--- config.mk ---
export PLATFORM = sky130hd
export DESIGN_NAME = cache_tag_controller
export DESIGN_NICKNAME = d
export VERILOG_FILES = /design/src/rtl/cache_tag_controller.sv
export SDC_FILE = /design/constraint.sdc
export NUM_CORES = 1
export LEC_CHECK = 0
export BUFFER_PORTS_ARGS = -buffer_cell sky130_fd_sc_hd__buf_4
export CORE_MARGIN = 10
export CORE_UTILIZATION = 51
export DETAILED_ROUTE_END_ITERATION = 6
export PLACE_DENSITY = 0.79
export SYNTH_ARGS = -nofsm -noshare
export SYNTH_HDL_FRONTEND = slang
export SYNTH_SLANG_ARGS = --single-unit
--- constraint.sdc ---
create_clock -name CLK -period 2.3 [get_ports CLK]
set_clock_uncertainty 0.15 [all_clocks]
set_input_delay 0.46 -clock CLK [delete_from_list [all_inputs] [get_ports CLK]]
set_output_delay 0.46 -clock CLK [all_outputs]
set_load 0.02 [all_outputs]
--- src/rtl/cache_tag_controller.sv ---
// Lookup/update controller for a 4-way set-associative tag bank with writeback/refill handshakes.
// Optional hit/miss/writeback counters are enabled by defining CACHE_STATS_EN.
module cache_tag_controller #(
  parameter int TAG_W = 11,
  parameter int IDX_W = 10,
  parameter int OFF_W = 3
) (
  input  logic                         CLK,
  input  logic                         Reset_n,
  input  logic                         Cpu_Valid,
  input  logic                         Cpu_Write,
  input  logic [TAG_W+IDX_W+OFF_W-1:0] Cpu_Addr,
  output logic                         Cpu_Done,
  output logic                         Cpu_Hit,
  output logic [IDX_W-1:0]             Tag_Line,
  output logic                         Tag_CEn,
  output logic                         Tag_WEn,
  output logic [TAG_W+2:0]             Tag_Wr0,
  output logic [TAG_W+2:0]             Tag_Wr1,
  output logic [TAG_W+2:0]             Tag_Wr2,
  output logic [TAG_W+2:0]             Tag_Wr3,
  input  logic [TAG_W+2:0]             Tag_Rd0,
  input  logic [TAG_W+2:0]             Tag_Rd1,
  input  logic [TAG_W+2:0]             Tag_Rd2,
  input  logic [TAG_W+2:0]             Tag_Rd3,
  output logic                         Mem_Req,
  output logic                         Mem_Wr,
  output logic [TAG_W+IDX_W-1:0]       Mem_Addr,
  input  logic                         Mem_Ack
`ifdef CACHE_STATS_EN
  ,
  output logic [15:0]                  Stat_Hits,
  output logic [15:0]                  Stat_Misses,
  output logic [15:0]                  Stat_Writebacks
`endif
);

  localparam int ENT_W = TAG_W + 3;
  localparam int INV   = TAG_W + 2;
  localparam int DRT   = TAG_W + 1;
  localparam int LU    = TAG_W;

  typedef enum logic [2:0] {IDLE, LOOKUP, COMPARE, WRITEBACK, REFILL, UPDATE} state_t;

  state_t           state, stateNxt;
  logic [TAG_W-1:0] reqTag;
  logic [IDX_W-1:0] reqIdx;
  logic             reqWrite;
  logic [ENT_W-1:0] setReg [4];
  logic             hitReg;
  logic [1:0]       wayReg;

  logic [ENT_W-1:0] rdSet [4];
  logic [ENT_W-1:0] wrSet [4];
  logic             hitAny, invAny, luAny, victimWb, newDirty;
  logic [1:0]       hitWay, invWay, luWay, victimWay;

  assign rdSet[0] = Tag_Rd0;
  assign rdSet[1] = Tag_Rd1;
  assign rdSet[2] = Tag_Rd2;
  assign rdSet[3] = Tag_Rd3;

  // Descending scans so the lowest matching way is the one left standing.
  always_comb begin
    hitAny = 1'b0;
    hitWay = 2'd0;
    invAny = 1'b0;
    invWay = 2'd0;
    luAny  = 1'b0;
    luWay  = 2'd0;
    for (int w = 3; w >= 0; w--) begin
      if (!rdSet[w][INV] && (rdSet[w][TAG_W-1:0] == reqTag)) begin
        hitAny = 1'b1;
        hitWay = 2'(w);
      end
      if (rdSet[w][INV]) begin
        invAny = 1'b1;
        invWay = 2'(w);
      end
      if (!rdSet[w][LU]) begin
        luAny = 1'b1;
        luWay = 2'(w);
      end
    end
    victimWay = invAny ? invWay : (luAny ? luWay : 2'd0);
    victimWb  = rdSet[victimWay][DRT] && !rdSet[victimWay][INV];
  end

  always_comb begin
    newDirty = reqWrite | (hitReg & setReg[wayReg][DRT]);
    for (int w = 0; w < 4; w++) begin
      if (2'(w) == wayReg) begin
        wrSet[w] = {1'b0, newDirty, 1'b1, reqTag};
      end else begin
        wrSet[w] = {setReg[w][INV], setReg[w][DRT], 1'b0, setReg[w][TAG_W-1:0]};
      end
    end
  end

  always_ff @(posedge CLK or negedge Reset_n) begin
    if (!Reset_n) begin
      state    <= IDLE;
      reqTag   <= '0;
      reqIdx   <= '0;
      reqWrite <= 1'b0;
      hitReg   <= 1'b0;
      wayReg   <= 2'd0;
      for (int w = 0; w < 4; w++) setReg[w] <= '0;
    end else begin
      state <= stateNxt;
      if (state == IDLE && Cpu_Valid) begin
        reqTag   <= Cpu_Addr[TAG_W+IDX_W+OFF_W-1:IDX_W+OFF_W];
        reqIdx   <= Cpu_Addr[IDX_W+OFF_W-1:OFF_W];
        reqWrite <= Cpu_Write;
      end
      if (state == COMPARE) begin
        for (int w = 0; w < 4; w++) setReg[w] <= rdSet[w];
        hitReg <= hitAny;
        wayReg <= hitAny ? hitWay : victimWay;
      end
    end
  end

  always_comb begin
    stateNxt = state;
    Cpu_Done = 1'b0;
    Cpu_Hit  = 1'b0;
    Tag_CEn  = 1'b1;
    Tag_WEn  = 1'b1;
    Tag_Line = '0;
    Mem_Req  = 1'b0;
    Mem_Wr   = 1'b0;
    Mem_Addr = '0;
    case (state)
      IDLE: if (Cpu_Valid) stateNxt = LOOKUP;
      LOOKUP: begin
        Tag_CEn  = 1'b0;
        Tag_Line = reqIdx;
        stateNxt = COMPARE;
      end
      COMPARE: stateNxt = hitAny ? UPDATE : (victimWb ? WRITEBACK : REFILL);
      WRITEBACK: begin
        Mem_Req  = 1'b1;
        Mem_Wr   = 1'b1;
        Mem_Addr = {setReg[wayReg][TAG_W-1:0], reqIdx};
        if (Mem_Ack) stateNxt = REFILL;
      end
      REFILL: begin
        Mem_Req  = 1'b1;
        Mem_Addr = {reqTag, reqIdx};
        if (Mem_Ack) stateNxt = UPDATE;
      end
      UPDATE: begin
        Tag_CEn  = 1'b0;
        Tag_WEn  = 1'b0;
        Tag_Line = reqIdx;
        Cpu_Done = 1'b1;
        Cpu_Hit  = hitReg;
        stateNxt = IDLE;
      end
      default: stateNxt = IDLE;
    endcase
  end

  assign Tag_Wr0 = (state == UPDATE) ? wrSet[0] : '0;
  assign Tag_Wr1 = (state == UPDATE) ? wrSet[1] : '0;
  assign Tag_Wr2 = (state == UPDATE) ? wrSet[2] : '0;
  assign Tag_Wr3 = (state == UPDATE) ? wrSet[3] : '0;

  // Offset bits never affect tag handling; stored Last-used bits are rewritten, never read.
  logic unusedBits;
  assign unusedBits = ^{Cpu_Addr[OFF_W-1:0], setReg[0][LU], setReg[1][LU], setReg[2][LU], setReg[3][LU]};

`ifdef CACHE_STATS_EN
  function automatic logic [15:0] satInc(input logic [15:0] v);
    return (v == 16'hFFFF) ? v : v + 16'd1;
  endfunction

  always_ff @(posedge CLK or negedge Reset_n) begin
    if (!Reset_n) begin
      Stat_Hits       <= '0;
      Stat_Misses     <= '0;
      Stat_Writebacks <= '0;
    end else begin
      if (state == UPDATE && hitReg)  Stat_Hits       <= satInc(Stat_Hits);
      if (state == UPDATE && !hitReg) Stat_Misses     <= satInc(Stat_Misses);
      if (state == WRITEBACK && Mem_Ack) Stat_Writebacks <= satInc(Stat_Writebacks);
    end
  end
`endif

endmodule

==> results of run 1 <==
==> synth_stat cells, drive strengths merged <==
cell type,count,area share
and2,12,0.015
dfrtp,80,0.40
nor4b,1,0.0030
inv,6,0.0045
nor2,14,0.010
nor4,12,0.015
or3b,1,0.0017
nand2b,3,0.0037
a21oi,47,0.047
or2,1,0.0012
a211oi,4,0.0060
a31oi,1,0.0025
nand2,256,0.19
nor3b,1,0.0015
xor2,44,0.077
a311oi,1,0.0017
and2b,2,0.0032
nand3b,2,0.0030
o2111ai,1,0.0017
a22oi,1,0.0015
o21ai,5,0.0050
mux2,23,0.052
and3,5,0.0062
nand3,4,0.0040
a21boi,1,0.0015
a221o,1,0.0020
nor2b,13,0.016
buf,18,0.020
mux4,13,0.058
clkbuf,30,0.022
nor3,1,0.0010
nand4,1,0.0012
a22o,11,0.019
==> worst register-to-register path: stages (launching register included) <==
cell and delay [ns]:
dfrtp_1 0.57, xor2_1 0.26, nor4_1 0.41, nand3_1 0.21
nand4_1 0.20, nand3b_1 0.17, o21ai_0 0.09
==> sequential cells by signal, summed over array words and instances (netlist names) <==
signal	flops
reqWrite	1
hitReg	1
reqTag	11
wayReg	2
setReg	52
state	3
reqIdx	10
==> timing repair <==
item / in CTS / in global routing
hold buffers: 1 / 0
endpoints found under the setup margin: 79 / 77
pin swaps: 26 / 10
gates resized for setup: 114 / 43
buffers inserted: 8 / 2
cloned: 6 / 2
hold endpoints to repair: 38 / 0
==> metal layers <==
metal,track usage,vias up
li1,-,2387
met1,0.319,2582
met2,0.435,378
met3,0.0732,70
met4,0.122,0
met5,0,-
==> through the flow <==
step                hold WS [ns]  cells  setup TNS, ns
floorplan                 0.0144    616              0
global placement           0.304    905              0
detailed placement         0.315    905              0
CTS                        0.125    936          -5.59
global route               0.140    940         -10.63
finish                     0.133    940          -7.55
==> area by class of cell <==
class	instances	area, sq um
clock buffer	11	151
clock inverter	5	85.1
fill	687	2120
inverter	6	35.0
multi-input combinational	483	3140
sequential	80	2010
tap	133	166
timing repair buffer	222	1970
==> path summary, 6_finish.rpt <==
| path | end | startpoint | cells after the start |
|---|---|---|---|
| setup / recovery | Mem_Addr[16] | wayReg[0] | 4 |
| hold / removal | setReg[2] | Tag_Rd3[2] | 3 |
| setup reg to reg | state[1] | reqTag[8] | 6 |
| hold reg to reg | setReg[41] | setReg[41] | 2 |
| min in group asynchronous | setReg[13] | Reset_n | 2 |
| max in group asynchronous | reqTag[3] | Reset_n | 3 |
==> power breakdown <==
group	internal, mW	total (mW)	switching (mW)
clock network	0.679	1.27	0.589
logic	2.63	5.71	3.07
registers	2.12	3.16	1.04
==> kinds of logic after synthesis <==
family | Yosys count
simple gates | 329
flops | 80
compound gates | 73
buf+inv | 54
xor+xnor | 44
mux | 36
==> results by stage, run 1 <==
STA:
- For the finished layout, the period the worst path requires is 2.53 ns.
- The number of hold violations in the final report is 0.
- In the finished design, the share of the clock period the worst path needs comes to 1.10.
- Based on the critical path, the design can be clocked at up to 395 MHz.
- Setup repair after global routing could not meet its margin everywhere.
- The slew at the pin closest to its max-slew limit is 0.639 ns.
- The post-route worst setup slack is -0.234 ns.
- The worst pin sits at a relative slew slack of 0.574.
- The final count of negative-setup-slack endpoints is 63.
- The final count of pins violating max slew is 0.

CTS:
- After clock tree synthesis, the clock-pin slew on the worst setup and hold paths is 0.09 ns.
- The number of buffers created by CTS is 9.
- The clock insertion delay at the later pin of the skew report is 0.38 ns.
- The tree is rooted in a clkbuf_8.
- The longest clock path from root to sink contains 2 buffers.
- The clock tree synthesis step divided the H-tree into 3 levels.
- The CTS tree is done.
- The clock drives 80 sinks.

Placed design:
- Port buffering added 174 buffers.
- Once placement finished, the instance area stood at 6550 sq um.
- The detailed-placement wirelength estimate is 13800 um.
- The congestion estimate from routability-driven global placement came to 0.949.
- The worst slack after detailed placement is 0.0526 ns.

Setup path:
- The setup check on the worst reg-to-reg path leaves a slack of 0.10 ns.
- The most frequent cell on the critical path is buf_6.
- In this design, the stage delay of the slowest critical-path cell is 0.50 ns.
- STA classifies the critical path startpoint as a register.
- The signal on the critical path passes through buf_6 > mux4_2 > a22o_1 > buf_6.
- For the worst setup path, the data arrival time is 1.92 ns.
- Among all stages on the critical path, the largest delay is contributed by mux4_2.
- The critical path in this run is classified as register to output port.
- The critical path buffer and inverter count is 2.
- In this run the worst path has a maximum fanout of 7.
- On the critical path the largest part of the delay comes from multiplexers.
- The data required time of the critical path is 1.69 ns.
- The critical path endpoint category is an output port.

Floorplanning:
- The standard-cell row count is 36.
- The effective utilization at floorplan is 0.517.
- The number of primary I/O pins is 178.
- The width of the die is 119 um.
- From bottom edge to top edge, the die measures 119 um.
- After floorplanning, the core was sized to cover 9680 sq um.
- The area enclosed by the die boundary is 14200 sq um.

Yosys:
- The count of cell types in the netlist is 37.
- The sequential element share of the synthesized area is 0.400.
- The basic-gate share of the synthesized area counting and, or, nand and nor cells is 0.278.
- The synthesized netlist occupies a cell area of 5010 sq um.
- After synthesis, the share of cell area in mux cells is 0.110.
- After technology mapping, the gate count stands at 616.
- The largest family of logic cells by synthesized area is simple AND/OR/NAND/NOR gates.
- When the netlist entered floorplanning its net count stood at 701.
- The average size of a mapped cell is 8.13 sq um.
- The synthesized-area fraction occupied by ao, oa, aoi and oai cells is 0.0882.
- The synthesized-area fraction occupied by adder cells is 0.
- Of the total synthesized cell area, the portion taken by XOR and XNOR cells is 0.0769.
- The warning count from the yosys run is 0.
- The register bit total from synthesis is 80.

Route:
- The post-route antenna net violation count is 0.
- Across all layers, the routed design uses 5417 vias.
- Dividing the detail-routed wire length by the instance count gives 21.2 um.
- The violation count after the first detailed-route iteration is 580.
- Summed over all nets, wire length on met2 after detailed routing comes to 9390 um.
- The detailed-routing iteration count for the pre-antenna-repair pass is 6.
- After detailed routing, the total wire length is 19900 um.
- In the final routing, the length of wire on met1 measures 7550 um.
- In the routed layout, each cell is associated on average with a via count of 5.76.
- For this run, design rule violations remaining after detail routing come to 0.
- The highest signal layer in the routed design is met4.
- The met3 routed wirelength is 2070 um.

Power and ir drop:
- In this run the static leakage power is 3.70 nW.
- The worst-case IR drop observed on VDD is 787 uV.
- After layout, the design draws a total of 10.1 mW.
- Dividing total power by cell area gives a power density of 1340 nW/um^2.

Finish:
- From synthesis to final layout, the design area changed by 51.1%.
- The final core utilization is 0.782.
- In the final layout, the share of cells above drive strength 1 is 0.434.
- Leaving out fill and tap cells, the most frequent cell in the layout is nand2_1.
- The area of all placed cells without fillers is 7570 sq um.
- The diode insertion count for antenna repair is 0.
- In the layout the commonest cells are nand2_1 (242), buf_4 (166), dfrtp_1 (72).
- The final layout contains 887 nets.

Global routing:
- The number of antenna violations at the first check in global routing is 0.
- The first global-routing pass estimated 30100 um of wire.
- The aggregate global-route resource usage is 0.266.
- The global route total overflow is 0.
- The number of global-route vias before repair came to 5522.
- Entering global routing, the biggest net connects 59 pins.

Status:
- The flow ran to the end, but the final reports show violations.
- The final reports fail on setup timing.

Worst hold path:
- The path class of the tightest hold or removal check is primary input to register.

Run:
- The number of maximum-capacitance violations is 0.
Note: power is estimated with default switching activity, not from simulation.
==> run 2: changes to the inputs <==
--- a/config.mk
+++ b/config.mk
@@ -6,9 +6,10 @@
 export NUM_CORES = 1
 export LEC_CHECK = 0
 export BUFFER_PORTS_ARGS = -buffer_cell sky130_fd_sc_hd__buf_4
-export CORE_MARGIN = 10
+export CORE_MARGIN = 8
 export CORE_UTILIZATION = 51
 export DETAILED_ROUTE_END_ITERATION = 6
+export GPL_TIMING_DRIVEN = 0
 export PLACE_DENSITY = 0.79
 export SYNTH_ARGS = -nofsm -noshare
 export SYNTH_HDL_FRONTEND = slang
==> run 2 against run 1 <==
  * The flow still finishes with violations (setup timing)
  * Total power grew 3.2%
  * Clock-buffer cell count shrank 2
  * Sequential power shrank 12%
  * Sequential share of layout area shrank 0.30 points
  * Non-clock buffer count grew 15
  * Clock power is essentially flat
  * Cell area grew 0.84%
==> results by stage, run 2 (synthesis results as in run 1) <==
Status:
- Result of the run: finished with violations (unchanged).
- Violated checks: setup timing (unchanged).

Route:
- The per-cell routed wire length is 21.6 um (was 21.2 um).
- The violation count after the first detailed-route iteration is 452 (was 580).
- The detailed-routing iteration count for the pre-antenna-repair pass is 7 (was 6).
- The remaining design rule violation count is 0 (unchanged).
- The wire length reported by the detailed router came to 20600 um (was 19900 um).
- The average via count per standard cell was 5.81 (was 5.76).
- The post-route antenna net violation count is 0 (unchanged).
- The total vias in the final route is 5538 (was 5417).

CTS:
- The number of levels the H-tree was split into is 3 (unchanged).
- The CTS tree was done (unchanged).
- The clock insertion delay at the later pin of the skew report is 0.39 ns (was 0.38 ns).
- The clock tree buffer depth is 2 (unchanged).
- The clock net sink count was 80 (unchanged).
- The library cell used as clock root buffer is clkbuf_8 (unchanged).
- The number of buffers inserted by hold repair at cts came to 0 (was 1).
- The clock-pin slew reported for the worst setup and hold paths after clock tree synthesis is 0.10 ns (was 0.09 ns).
- The number of buffers created by CTS came to 9 (unchanged).

Placed design:
- The cell total after placement was 923 (was 905).
- The worst slack after detailed placement was -0.261 ns (was 0.0526 ns).
- The weighted congestion reported at the end of routability-driven placement is 0.981 (was 0.949).
- The number of port buffers was 174 (unchanged).
- The detailed-placement wirelength estimate was 14400 um (was 13800 um).

Floorplanning:
- The die span in y was 115 um (was 119 um).
- The width of the die is 115 um (was 119 um).
- The standard-cell row count is 36 (unchanged).
- The core box area is 9640 sq um (was 9680 sq um).
- The number of primary I/O pins came to 178 (unchanged).
- The area enclosed by the die boundary is 13300 sq um (was 14200 sq um).
- The effective utilization at floorplan is 0.520 (was 0.517).

STA:
- The number of hold violations in the final report came to 0 (unchanged).
- The highest attainable clock frequency is 396 MHz (was 395 MHz).
- The slew at the pin closest to its max-slew limit is 1.05 ns (was 0.639 ns).
- The remaining max-slew budget at the tightest pin is 0.300 (was 0.574).
- The final count of negative-setup-slack endpoints was 60 (was 63).
- Unrepaired setup endpoints after global routing: yes (unchanged).
- The time the worst path needs with I/O delays and setup came to 2.53 ns (about the same).
- The post-route worst setup slack is -0.226 ns (was -0.234 ns).
- The final count of pins violating max slew is 0 (unchanged).
- The share of the clock period used by the worst path after layout is 1.10 (about the same).

Power and ir drop:
- The total chip power is 10.5 mW (was 10.1 mW).
- The leakage power is 3.71 nW (was 3.70 nW).
- The total power density per cell area is 1370 nW/um^2 (was 1340 nW/um^2).
- The maximum resistive drop on vdd was 806 uV (was 787 uV).

Setup path:
- The register-to-register setup slack is 0.06 ns (was 0.10 ns).
- The depth of the worst register-to-register path came to 7 (was 6).
- The critical path endpoint category is an output port (unchanged).
- The kind of start point of the critical path is a register (unchanged).
- The largest fanout on the critical path is 4 (was 7).
- The data required time of the critical path is 1.69 ns (about the same).
- The start-to-end type of the worst setup path is register to output port (unchanged).
- The capturing point of the worst reg2reg path is state[2] (was state[1]).
- The startpoint of the lowest-slack register-to-register path was reqTag[1] (was reqTag[8]).
- The data arrival time of the critical path is 1.92 ns (about the same).

Global routing:
- The pin count of the biggest net entering global routing is 81 (was 59).
- The number of global-route vias before repair is 5673 (was 5522).
- The number of antenna violations at the first check in global routing is 0 (unchanged).
- The global route total overflow came to 0 (unchanged).
- The wire length of the first global-routing pass was 30500 um (was 30100 um).
- The aggregate global-route resource usage is 0.301 (was 0.266).

Finish:
- The diode insertion count for antenna repair is 0 (unchanged).
- The fill cell instance count of the final layout came to 688 (was 687).
- The flip-flop count of the largest register, all copies and words added was 52 (unchanged).
- The register with the most flip-flops is setReg (unchanged).
- Top library cells by usage in the layout, fill and taps aside: nand2_1 (236), buf_4 (152), dfrtp_1 (77) (was nand2_1 (242), buf_4 (166), dfrtp_1 (72)).
- The count of placed standard cells in the final layout, fillers left out is 954 (was 940).
- The register area is 2010 sq um (about the same).
- The relative area change from synthesis to final layout is 52.3% (was 51.1%).
- Registers with the most flip-flops: setReg (52), reqTag (11), reqIdx (10) (unchanged).
- The share of cells above drive strength 1 is 0.446 (was 0.434).
- The most common library cell in the layout ignoring fill and taps is nand2_1 (unchanged).
- The multi-input logic area is 3160 sq um (was 3140 sq um).
- The layout net count came to 901 (was 887).

Worst hold path:
- The path class of the lowest-slack min-delay path is primary input to async pin (was primary input to register).

Run:
- The number of maximum-capacitance violations is 0 (unchanged).
[run 2: changes by cell type in the layout (fill, tap and decap cells not counted), sizes merged]
cell	delta
dlygate4sd3	-1
or2	-1
bufinv	+1
clkinvlp	+1
buf	-9
clkbuf	+23
[run 2: cell type report]
| type | instances | area share |
|---|---|---|
| multi-input cells | 482 | 0.413 |
| flip-flops and latches | 80 | 0.263 |
| repair buffers | 190 | 0.210 |
| plain buffers | 47 | 0.0564 |
| well taps | 133 | 0.0218 |
| clock buffers | 9 | 0.0162 |
| clock inverters | 7 | 0.0156 |
| inverters | 6 | 0.00393 |
[run 2: what timing repair did]
action / in CTS / in global routing
resized for setup: 172 / 38
cloned: 4 / 0
pin swaps: 13 / 6
endpoints found under the setup margin: 89 / 76
buffers inserted: 7 / 5
[run 2: critical path: stages (launching register included)]
cell	delay, ns
dfrtp_2	0.45
mux4_2	0.56
a21oi_4	0.22
a211oi_2	0.13
buf_4	0.17
[run 2: per-stage QoR]
| stage | util | area [sq um] | setup TNS, ns | hold WS (ns) |
|---|---|---|---|---|
| after floorplan | - | 5010 | 0 | 0.0144 |
| after global placement | 0.673 | 6480 | -7.40 | 0.305 |
| after detailed placement | 0.673 | 6480 | -9.27 | 0.306 |
| after CTS | 0.771 | 7430 | -4.22 | 0.118 |
| after global routing | 0.792 | 7630 | -9.26 | 0.126 |
| final | 0.792 | 7630 | -6.32 | 0.114 |
[run 2: worst max path at each step]
stage / start / endpoint / slack [ns] / cells past startpoint
after global placement: wayReg[0] / Tag_Wr1[6] / -0.24 / 6
after floorplan: wayReg[0] / Tag_Wr1[10] / 0.09 / 5
after detailed placement: wayReg[1] / Tag_Wr2[5] / -0.26 / 6
after global routing: wayReg[0] / Tag_Wr2[12] / -0.26 / 4
after CTS: wayReg[0] / Tag_Wr0[12] / -0.20 / 4
final: wayReg[0] / Tag_Wr3[12] / -0.23 / 4
[run 2: power by group]
group	switching, mW	leakage [nW]	internal (mW)
clock network	0.582	0.116	0.723
logic	3.62	2.62	2.76
registers	0.663	0.971	2.11
[run 2: metal layers]
layer | wire, um | GRT usage | part of all wire
met1 | 7620 | 0.369 | 0.37
met2 | 9860 | 0.486 | 0.48
met3 | 2290 | 0.0804 | 0.11
met4 | 857 | 0.136 | 0.042
met5 | 0 | 0 | 0
